--- src/rtl/ahbl_dma_master.sv ---
// Single-channel word-copy DMA engine acting as an AHB-Lite master.
// Each word is one read (address + data phase) followed by one write.
module ahbl_dma_master #(
  parameter int LEN_W = 16
) (
  input  logic             HCLK,
  input  logic             HRESETn,
  input  logic             START,
  input  logic [31:0]      SRC_ADDR,
  input  logic [31:0]      DST_ADDR,
  input  logic [LEN_W-1:0] LEN,
  output logic             BUSY,
  output logic             DONE,
  output logic [31:0]      HADDR,
  output logic [1:0]       HTRANS,
  output logic [2:0]       HSIZE,
  output logic             HWRITE,
  output logic [31:0]      HWDATA,
  input  logic             HREADY,
  input  logic [31:0]      HRDATA
);

  typedef enum logic [2:0] {
    ST_IDLE = 3'd0,
    ST_RD_A = 3'd1,
    ST_RD_D = 3'd2,
    ST_WR_A = 3'd3,
    ST_WR_D = 3'd4,
    ST_DONE = 3'd5
  } state_t;

  localparam logic [1:0]       TR_IDLE   = 2'b00;
  localparam logic [1:0]       TR_NONSEQ = 2'b10;
  localparam logic [LEN_W-1:0] CNT_ZERO  = {LEN_W{1'b0}};
  localparam logic [LEN_W-1:0] CNT_ONE   = {{(LEN_W-1){1'b0}}, 1'b1};
  localparam logic [31:0]      WORD_STEP = 32'd4;

  state_t           state_r;
  logic [31:0]      src_r;
  logic [31:0]      dst_r;
  logic [LEN_W-1:0] cnt_r;
  logic [31:0]      buf_r;
  logic [31:0]      haddr_r;
  logic [1:0]       htrans_r;
  logic             hwrite_r;
  logic             busy_r;
  logic             done_r;
  logic             unused_addr_lsbs_s;

  // Byte-offset bits of the start addresses are deliberately dropped.
  assign unused_addr_lsbs_s = ^{SRC_ADDR[1:0], DST_ADDR[1:0]};

  assign HADDR  = haddr_r;
  assign HTRANS = htrans_r;
  assign HSIZE  = 3'b010;
  assign HWRITE = hwrite_r;
  assign HWDATA = buf_r;
  assign BUSY   = busy_r;
  assign DONE   = done_r;

  // Copy sequencer; bus outputs are set on the edge that enters each state.
  always_ff @(posedge HCLK or negedge HRESETn) begin
    if (!HRESETn) begin
      state_r  <= ST_IDLE;
      src_r    <= 32'd0;
      dst_r    <= 32'd0;
      cnt_r    <= CNT_ZERO;
      buf_r    <= 32'd0;
      haddr_r  <= 32'd0;
      htrans_r <= TR_IDLE;
      hwrite_r <= 1'b0;
      busy_r   <= 1'b0;
      done_r   <= 1'b0;
    end else begin
      case (state_r)
        ST_IDLE: begin
          if (START) begin
            busy_r <= 1'b1;
            if (LEN != CNT_ZERO) begin
              src_r    <= {SRC_ADDR[31:2], 2'b00};
              dst_r    <= {DST_ADDR[31:2], 2'b00};
              cnt_r    <= LEN;
              haddr_r  <= {SRC_ADDR[31:2], 2'b00};
              htrans_r <= TR_NONSEQ;
              hwrite_r <= 1'b0;
              state_r  <= ST_RD_A;
            end else begin
              done_r  <= 1'b1;
              state_r <= ST_DONE;
            end
          end
        end
        ST_RD_A: begin
          if (HREADY) begin
            htrans_r <= TR_IDLE;
            state_r  <= ST_RD_D;
          end
        end
        ST_RD_D: begin
          if (HREADY) begin
            buf_r    <= HRDATA;
            haddr_r  <= dst_r;
            htrans_r <= TR_NONSEQ;
            hwrite_r <= 1'b1;
            state_r  <= ST_WR_A;
          end
        end
        ST_WR_A: begin
          if (HREADY) begin
            htrans_r <= TR_IDLE;
            hwrite_r <= 1'b0;
            state_r  <= ST_WR_D;
          end
        end
        ST_WR_D: begin
          if (HREADY) begin
            src_r <= src_r + WORD_STEP;
            dst_r <= dst_r + WORD_STEP;
            cnt_r <= cnt_r - CNT_ONE;
            if (cnt_r == CNT_ONE) begin
              done_r  <= 1'b1;
              state_r <= ST_DONE;
            end else begin
              haddr_r  <= src_r + WORD_STEP;
              htrans_r <= TR_NONSEQ;
              state_r  <= ST_RD_A;
            end
          end
        end
        ST_DONE: begin
          done_r  <= 1'b0;
          busy_r  <= 1'b0;
          state_r <= ST_IDLE;
        end
        default: begin
          htrans_r <= TR_IDLE;
          hwrite_r <= 1'b0;
          busy_r   <= 1'b0;
          done_r   <= 1'b0;
          state_r  <= ST_IDLE;
        end
      endcase
    end
  end

endmodule

--- config.mk ---
export PLATFORM = sky130hd
export DESIGN_NAME = ahbl_dma_master
export DESIGN_NICKNAME = d
export VERILOG_FILES = /design/src/rtl/ahbl_dma_master.sv
export SDC_FILE = /design/constraint.sdc
export NUM_CORES = 1
export LEC_CHECK = 0
export BUFFER_PORTS_ARGS = -buffer_cell sky130_fd_sc_hd__buf_2
export CAP_MARGIN = 20
export CORE_AREA = 5 5 156 158
export CTS_CLUSTER_DIAMETER = 50
export DETAILED_ROUTE_END_ITERATION = 6
export DIE_AREA = 0 0 161 163
export GPL_TIMING_DRIVEN = 0
export PLACE_DENSITY_LB_ADDON = 0.3
export SYNTH_ARGS = -nofsm -noshare
export SYNTH_HDL_FRONTEND = slang
export SYNTH_SLANG_ARGS = --single-unit
--- constraint.sdc ---
create_clock -name HCLK -period 4.5 [get_ports HCLK]
set_input_delay 0.9 -clock HCLK [delete_from_list [all_inputs] [get_ports HCLK]]
set_output_delay 0.9 -clock HCLK [all_outputs]
set_load 0.1 [all_outputs]
==> run metrics, run 1 <==
Clk Latency, worst-skew pair ~450 ps; final design utilization between 40% and 50%; port bufs about 180; Final TNS setup 0 ps; Layout area overhead 21.42%; initial antenna violation count 0; final wirelength approximately 35000 um; share of layout cells above drive strength 1 about 26%; gr ovfl total 0; Post-CTS Setup Bufs 0; worst vdd ir between 500 and 600 uV; initial core utilization 38.73%; # DRC 0; register clock-pin slew on the reported worst setup and hold paths approximately 80 ps; critical path type reg -> reg; max-slew violation count 0; Critical Path Slowest Stage Cell buf_1; final cycle utilization of the critical path between 60% and 70%; status complete, no violations; routed length per instance 22.97 um; die height approximately 160 um; Async S/R FF share, synth between 90% and 100%; cell chain of the critical path buf_2 -> nor3b_2 -> buf_2 -> buf_2 -> buf_1 -> nand2_1 -> o22ai_1 -> a2bb2oi_1; CTS Root Buffer Type clkbuf_16; top-count cell post-synth dfrtp_1; power share of the clock group 14.6%; sw power 5.743 mW; Seq pwr share around a quarter; commonest cells in the netlist 146 x dfrtp_1, 100 x a21oi_1, 93 x nand2_1; Int Pwr approximately 4.4 mW; crit-path most repeated cell buf_2; CTS tree built; CP required 4790 ps; Via density roughly 6.2; First-pass DRT Iterations 7; crit start category flip-flop; leading area contributor after synthesis dfrtp_1; post-synth top area share about two fifths; Synth Flop Type dfrtp_1; CP peak stage delay 740 ps; Die Span X ~160 um; relative slew slack ~31%; critical path arrival between 3000 and 4000 ps; Sw Ratio between 50% and 60%; Least-Margin Pin Slew 1021 ps; final instance area approximately 11000 um2; first-pass GRT wire length roughly 52000 um; CP Max Fanout 10; cts repair resizes 0; number of global-route vias before repair approximately 9000; Syn Inst Count between 900 and 1000; skew final 10.19 ps; Max Buffers Root-to-Sink 2; min Tclk post-route about 3000 ps; PwrDens approximately 940 nW/um2; count of flip-flops with a built-in enable after synthesis 0; R2R depth 8; crit end category flip-flop; diode count 0; mapped cell area roughly 8900 um2; via count between 9000 and 10000; Fin. Hold Viols 0; ranking of synthesized cells by area dfrtp_1 41%, a21oi_1 5.6%, mux2_2 4.3%; Mean Syn Cell Area ~8.9 um2; Setup Viol. Count Final 0; Global Route Usage Sum between 20% and 30%; #FFs+latches synth between 100 and 150; Max Clk Rate ~330 MHz; Leak Pwr between 4 and 5 nW; die outline area approximately 26000 um2; area post-placement 10210 um2; Sink Count roughly 150; hold buffers post-CTS 0; post-DP HPWL 24990 um; fin nets approximately 1300; I/O pin count 188; FP Rows between 50 and 60; GPL Wtd Cong a little under 1; Core Area roughly 23000 um2; max cap viols 0; RSZ-0062 raised after global routing no; combinational power share approximately three fifths; pin count of the biggest net entering global routing 90; Yosys Warn Count 0; Antenna Nets Post-Route 0; Seq/Total Area, Yosys about two fifths; drt initial violations 1195; post-synth cell types 73; Worst Hold Class in -> async; CTS HTree Levels 4; CTS Buf Count 17
## through the flow
stage / std cells / hold slack [ps] / worst slack (ps) / power, mW
global route: 1503 / 457.7 / 1334 / 10.56
detailed placement: 1471 / 489.7 / 1158 / 8.551
CTS: 1503 / 435.2 / 1620 / 10.03
floorplan: 1000 / 480.8 / 1936 / 7.129
finish: 1503 / 398.2 / 1458 / 10.11
global placement: 1469 / 484.4 / 207.0 / 8.463
## cell families after synthesis
logic type               after synthesis  synth area share, %
multiplexers                          62                8.462
other                                  2              0.08437
flip-flops                           146                41.05
AO/OA/AOI/OAI                        319                23.31
XOR/XNOR                              14                1.378
adder cells (fa/ha/maj)                4               0.5623
buffers and inverters                113                5.496
AND/OR/NAND/NOR                      338                19.67
## worst paths after layout
path | start | end | slack [ps]
max | state_r[2] | src_r[23] | 1460
min | HRESETn | HWDATA[18] | 400
max reg2reg | state_r[2] | src_r[23] | 1460
min reg2reg | HWDATA[13] | HWDATA[13] | 500
max in group asynchronous | HRESETn | HADDR[15] | 3220
min in group HCLK | HWDATA[13] | HWDATA[13] | 500
## layer usage
layer	routed length [um]	vias up	GRT usage, %
li1	-	4156	-
met4	1340	0	9.732
met3	3846	108	6.226
met2	15380	613	40.48
met5	0	-	0
met1	13950	4413	34.99
## final cells by class
class                      count  area (um2)
inverter                      24       90.09
fill                        2283       12170
tap                          290       362.8
sequential                   146        3654
clock inverter                15       173.9
buffer                        89       399.1
multi-input combinational    741        4766
clock buffer                  17       425.4
timing repair buffer         181       937.1
## critical path: cells and delay by family (launching register included)
family	cells	cell delay (ps)
buffers and inverters	4	1590
AOI/OAI and AO/OA	2	250
DFF	1	340
and+or+nand+nor	2	690
## state kept, by name (all words and copies together), names as in the netlist
register,count
HADDR,31
src_r,30
state_r,3
HTRANS,1
dst_r,30
HWDATA,32
DONE,1
BUSY,1
cnt_r,16
HWRITE,1
## power groups by stage
stage | clock network, mW | registers, mW | logic [mW]
2_1_floorplan | 0 | 4.64 | 2.49
6_report | 1.48 | 2.59 | 6.04
3_3_place_gp | 0 | 2.56 | 5.91
4_1_cts | 1.49 | 2.56 | 5.99
3_5_place_dp | 0 | 2.58 | 5.97
5_1_grt | 1.54 | 2.67 | 6.34
## placed cells by master (no fill, tap or decap), drive strengths merged, types with 8 or more instances in the layout
cell type / instances
buf: 210
mux2: 52
nor4: 12
a2bb2oi: 19
a21oi: 100
and2: 9
nor3: 21
a222oi: 11
dfrtp: 146
and4: 10
a31oi: 20
a22oi: 12
or3: 10
inv: 34
xnor2: 8
o22ai: 30
clkbuf: 77
o21ai: 53
nor2: 55
nand4: 29
nand3: 55
nand2: 93
mux2i: 10
and3: 15
(Power assumes the default switching activity.)
==> run 2: changes to the inputs <==
==> constraint.sdc (replaced) <==
create_clock -name HCLK -period 2.8 [get_ports HCLK]
set_input_delay 0.56 -clock HCLK [delete_from_list [all_inputs] [get_ports HCLK]]
set_output_delay 0.56 -clock HCLK [all_outputs]
set_load 0.1 [all_outputs]
==> run metrics, run 2 (same netlist as run 1, synthesis figures left out) <==
Setup Viol. Count Final 0 (unchanged); skew final 10.33 ps (was 10.19 ps); post-DP HPWL 24990 um (unchanged); FP Rows 56 (unchanged); port bufs 179 (unchanged); I/O pin count 188 (unchanged); Least-Margin Pin Slew 1043 ps (was 1021 ps); fin nets 1319 (was 1320); Clk Latency, worst-skew pair 440 ps (was 450 ps); Tot Pwr 16.29 mW (was 10.11 mW); CP Max Fanout 10 (unchanged); Worst Hold Class in -> async (unchanged); combinational power share 59.9% (was 59.8%); share of layout cells above drive strength 1 27.81% (was 25.56%); Leak Pwr 4.629 nW (was 4.545 nW); Seq pwr share 25.5% (was 25.6%); origin of the critical flop-to-flop path state_r[2] (unchanged); hold buffers post-CTS 0 (unchanged); CTS Root Buffer Type clkbuf_16 (unchanged); R2R Setup Slk 110 ps (was 1460 ps); # DRC 0 (unchanged); RSZ-0062 raised after global routing no (unchanged); CP required 3130 ps (was 4790 ps); register clock-pin slew on the reported worst setup and hold paths 80 ps (about the same); die outline area 26240 um2 (unchanged); Layout area overhead 22.03% (was 21.42%); r2r endpoint HADDR[10] (was src_r[23]); min Tclk post-route 2690 ps (was 3042 ps); worst vdd ir 826.4 uV (was 514.3 uV); status complete, no violations (unchanged); PnR worst setup slack 109.9 ps (was 1458 ps); final wirelength 34550 um (was 34520 um); crit end category flip-flop (unchanged); relative slew slack 29.80% (was 31.28%); Sink Count 146 (unchanged); most common cell after layout, fill and taps aside buf_2 (unchanged); Fin. Hold Viols 0 (unchanged); Core Area 22980 um2 (unchanged); Global Route Usage Sum 25.82% (was 25.88%); CTS tree built (unchanged); Antenna Nets Post-Route 0 (unchanged); routed length per instance 23.00 um (was 22.97 um); sw power 9.243 mW (was 5.743 mW); Worst Setup SP state_r[2] (unchanged); Post-CTS Setup Bufs 0 (unchanged); diode count 0 (unchanged); max cap viols 0 (unchanged); Die Span X 161 um (unchanged); crit start category flip-flop (unchanged); max reg flops 32 (unchanged); critical path arrival 3020 ps (was 3330 ps); PwrDens 1500 nW/um2 (was 935.5 nW/um2); pin count of the biggest net entering global routing 90 (unchanged); max-slew violation count 0 (unchanged); die height 163 um (unchanged); gr ovfl total 0 (unchanged); most frequent cells in the layout 196 x buf_2, 146 x dfrtp_1, 100 x a21oi_1, 92 x nand2_1, 54 x nor2_1 (was 194 x buf_2, 146 x dfrtp_1, 100 x a21oi_1, 93 x nand2_1, 60 x clkbuf_1); R2R depth 7 (was 8); power share of the clock group 14.6% (about the same); final cycle utilization of the critical path 96.07% (was 67.61%); first-pass GRT wire length 52170 um (was 52290 um); Int Pwr 7.045 mW (was 4.368 mW); via count 9313 (was 9290); Sw Ratio 56.75% (was 56.80%); GPL Wtd Cong 0.9765 (unchanged); Via density 6.200 (was 6.181); First-pass DRT Iterations 7 (unchanged); number of global-route vias before repair 8928 (was 8914); Max Clk Rate 371.7 MHz (was 328.7 MHz); Max Buffers Root-to-Sink 2 (unchanged); CTS HTree Levels 4 (unchanged); initial core utilization 38.73% (unchanged); dpl ws -202.4 ps (was 1158 ps); CTS Buf Count 17 (unchanged); critical path type reg -> reg (unchanged); initial antenna violation count 0 (unchanged); drt initial violations 1290 (was 1195); Worst Setup EP HADDR[10] (was src_r[23])
[run 2: changes by cell type in the layout (fill, tap and decap cells not counted), sizes merged]
cell,before,now
buf,210,209
[run 2: worst min-delay path by stage]
stage	start	end	slack (ps)	cells after the start
5_1_grt	HRESETn	HWDATA[20]	120	1
3_3_place_gp	HWDATA[12]	HWDATA[12]	480	1
4_1_cts	HRESETn	HWDATA[20]	100	1
6_report	HRESETn	HWDATA[18]	70	1
3_5_place_dp	HWDATA[13]	HWDATA[13]	490	1
2_1_floorplan	HRESETn	BUSY	260	0
[run 2: through the flow]
step	instance area [um2]	std cells	hold slack [ps]	util, %	TNS [ps]
after global routing	10860	1502	117.7	47.26	0
after CTS	10830	1502	95.22	47.11	0
final	10860	1502	66.54	47.26	0
after global placement	10170	1469	484.4	44.24	-170480
after detailed placement	10210	1471	489.7	44.42	-1921
after floorplan	8909	1000	264.4	-	0
[run 2: routing by layer]
layer / up-vias / track usage [%] / share of wire, %
met5: - / 0 / 0
met4: 0 / 9.965 / 3.2
met3: 92 / 5.948 / 11
met2: 605 / 40.18 / 45
met1: 4457 / 35.14 / 40
li1: 4159 / - / -
[run 2: critical path: stages, from the launching register on]
cell and delay [ps]:
dfrtp_1 370, buf_2 190, or3b_1 170, clkbuf_1 360, clkbuf_1 530, clkbuf_2 410
o21ai_0 240, mux2_4 300
[run 2: power groups by stage]
| stage | clock network, mW | registers [mW] | logic, mW |
|---|---|---|---|
| floorplan | 0 | 7.46 | 3.99 |
| global placement | 0 | 4.11 | 9.49 |
| detailed placement | 0 | 4.15 | 9.60 |
| CTS | 2.39 | 4.12 | 9.63 |
| global route | 2.48 | 4.30 | 10.2 |
| finish | 2.37 | 4.15 | 9.76 |
[run 2: timing repair]
| item | in CTS | in global routing |
|---|---|---|
| pin swaps | 0 | 1 |
| setup endpoints to repair | 31 | 77 |
| gates resized for setup | 9 | 33 |
| hold endpoints to repair | 0 | 0 |
[run 2: layout make-up]
cell class | count | area, um2
clock inverter | 15 | 173.9
tap | 290 | 362.8
sequential | 146 | 3654
multi-input combinational | 741 | 4796
fill | 2275 | 12120
clock buffer | 17 | 425.4
timing repair buffer | 181 | 937.1
inverter | 24 | 90.09
buffer | 88 | 422.9
==> run 3: changes to the inputs <==
--- a/config.mk
+++ b/config.mk
@@ -5,12 +5,13 @@
 export SDC_FILE = /design/constraint.sdc
 export NUM_CORES = 1
 export LEC_CHECK = 0
+export ABC_AREA = 1
 export BUFFER_PORTS_ARGS = -buffer_cell sky130_fd_sc_hd__buf_2
 export CAP_MARGIN = 20
-export CORE_AREA = 5 5 156 158
+export CORE_AREA = 5 5 132 134
 export CTS_CLUSTER_DIAMETER = 50
 export DETAILED_ROUTE_END_ITERATION = 6
-export DIE_AREA = 0 0 161 163
+export DIE_AREA = 0 0 137 139
 export GPL_TIMING_DRIVEN = 0
 export PLACE_DENSITY_LB_ADDON = 0.3
 export SYNTH_ARGS = -nofsm -noshare
==> run metrics, run 3 <==
Post-CTS Setup Bufs 0 (unchanged); Antenna Nets Post-Route 0 (unchanged); CTS tree built (unchanged); Least-Margin Pin Slew 813.5 ps (was 1043 ps); hold buffers post-CTS 0 (unchanged); CTS HTree Levels 4 (unchanged); commonest cells in the netlist 490 x nand2_1, 206 x nor2_1, 146 x dfrtp_1 (was 146 x dfrtp_1, 100 x a21oi_1, 93 x nand2_1); Max Clk Rate 460.4 MHz (was 371.7 MHz); gr ovfl total 0 (unchanged); GPL Wtd Cong 0.9632 (was 0.9765); most common cell after layout, fill and taps aside nand2_1 (was buf_2); Setup Viol. Count Final 0 (unchanged); Synth Area in Adders 0.5658% (was 0.5623%); Synth Area in Compound Gates 11.54% (was 23.31%); drt initial violations 818 (was 1290); Clk Latency, worst-skew pair 430 ps (was 440 ps); post-DP HPWL 22750 um (was 24990 um); port bufs 179 (unchanged); CP Max Fanout 7 (was 10); CP required 3160 ps (was 3130 ps); Core Area 16170 um2 (was 22980 um2); PnR worst setup slack 627.8 ps (was 109.9 ps); count of flip-flops with a built-in enable after synthesis 0 (unchanged); post-synthesis xor/xnor area fraction 0.6931% (was 1.378%); top-count cell post-synth nand2_1 (was dfrtp_1); CTS Buf Count 17 (unchanged); Yosys Warn Count 0 (unchanged); diode count 0 (unchanged); post-synth top area share 41.30% (was 41.05%); max cap viols 0 (unchanged); min Tclk post-route 2172 ps (was 2690 ps); mapped cell area 8846 um2 (was 8901 um2); Die Span X 137 um (was 161 um); cts repair resizes 0 (was 9); dpl ws 523.7 ps (was -202.4 ps); Max Buffers Root-to-Sink 2 (unchanged); number of global-route vias before repair 9263 (was 8928); relative slew slack 45.77% (was 29.80%); status complete, no violations (unchanged); critical path arrival 2540 ps (was 3020 ps); Async S/R FF share, synth 100.0% (unchanged); First-pass DRT Iterations 5 (was 7); Via density 5.444 (was 6.200); #FFs+latches synth 146 (unchanged); post-synthesis mux area share 0% (was 8.462%); critical path type reg -> reg (unchanged); post-synth cell types 35 (was 73); combinational family with the most area after synthesis simple AND/OR/NAND/NOR gates (was compound AO/OA/AOI/OAI gates); pin count of the biggest net entering global routing 79 (was 90); final design utilization 66.01% (was 47.26%); most frequent cells in the layout 490 x nand2_1, 206 x nor2_1, 195 x buf_2, 146 x dfrtp_1, 97 x inv_1 (was 196 x buf_2, 146 x dfrtp_1, 100 x a21oi_1, 92 x nand2_1, 54 x nor2_1); FP Rows 47 (was 56); register clock-pin slew on the reported worst setup and hold paths 60 ps (was 80 ps); Sink Count 146 (unchanged); routed length per instance 16.98 um (was 23.00 um); # DRC 0 (unchanged); ranking of synthesized cells by area dfrtp_1 41%, nand2_1 21%, nor2_1 8.7% (was dfrtp_1 41%, a21oi_1 5.6%, mux2_2 4.3%); Synth Area in Simple Gates 38.08% (was 19.67%); max-slew violation count 0 (unchanged); RSZ-0062 raised after global routing no (unchanged); die outline area 19040 um2 (was 26240 um2); Mean Syn Cell Area 6.601 um2 (was 8.919 um2); crit start category flip-flop (unchanged); Layout area overhead 20.68% (was 22.03%); first-pass GRT wire length 47020 um (was 52170 um); crit end category flip-flop (unchanged); Worst Hold Class in -> async (unchanged); I/O pin count 188 (unchanged); via count 9657 (was 9313); Syn Inst Count 1340 (was 998); initial core utilization 54.70% (was 38.73%); Fin. Hold Viols 0 (unchanged); final cycle utilization of the critical path 77.58% (was 96.07%); die height 139 um (was 163 um); final wirelength 30130 um (was 34550 um); CTS Root Buffer Type clkbuf_16 (unchanged); Synth Flop Type dfrtp_1 (unchanged); fin nets 1661 (was 1319); initial antenna violation count 0 (unchanged); leading area contributor after synthesis dfrtp_1 (unchanged); share of layout cells above drive strength 1 17.12% (was 27.81%); Seq/Total Area, Yosys 41.30% (was 41.05%); skew final 6.909 ps (was 10.33 ps); max reg flops 32 (unchanged); Global Route Usage Sum 31.75% (was 25.82%)
[run 3: cell types whose count changed in the layout (fill, tap and decap cells not counted), sizes merged, moves of 27 or more]
cell / delta
nor2: +158
o21ai: +27
inv: +74
clkbuf: -43
mux2: -52
nand3: +35
o22ai: -27
nand2: +402
[run 3: layout make-up]
| cell class | instances | area [um2] |
|---|---|---|
| fill | 1480 | 5497 |
| multi-input combinational | 1036 | 4516 |
| sequential | 146 | 3654 |
| timing repair buffer | 180 | 929.6 |
| clock buffer | 18 | 439.2 |
| inverter | 105 | 396.6 |
| buffer | 55 | 287.8 |
| tap | 220 | 275.3 |
| clock inverter | 14 | 177.7 |
[run 3: routing by layer]
metal / track usage (%) / routed length, um
met1: 39.69 / 12000
met2: 51.56 / 14070
met3: 6.168 / 2536
met4: 16.91 / 1517
met5: 0 / 0
[run 3: critical path, cell delays in order, from the launching register on]
cell and delay [ps]:
dfrtp_1 510, ha_1 350, nand2_1 110, nor2_1 300
nand2_1 190, inv_1 250, nand4_1 130, nand2_1 90
a21oi_1 60, nor2_1 100
[run 3: through the flow]
step           TNS [ps]  instance area (um2)  hold WS [ps]  cells
6_report              0                10680         174.5   1774
4_1_cts               0                10680         194.9   1774
3_3_place_gp    -153720                10020         449.2   1741
3_5_place_dp          0                10060         452.6   1742
5_1_grt               0                10680         230.9   1774
2_1_floorplan         0                 8853         264.4   1342
[run 3: logic make-up after synthesis]
family,Yosys count
AO/OA/AOI/OAI,191
flip-flops,146
other,2
buffers and inverters,160
AND/OR/NAND/NOR,830
XOR/XNOR,7
adder cells (fa/ha/maj),4
[run 3: final timing paths]
kind	startpoint	to	slack [ps]	cells past startpoint
max reg2reg	dst_r[2]	dst_r[22]	630	9
max in group asynchronous	HRESETn	state_r[2]	1810	2
min reg2reg	HADDR[5]	HADDR[5]	470	2
min in group HCLK	HRDATA[0]	HWDATA[0]	320	3
max	dst_r[2]	dst_r[22]	630	9
min	HRESETn	HADDR[4]	170	1
Power of run 3 is not shown: default switching activity piles up to over one toggle a cycle in this logic, so the estimate is an artifact.
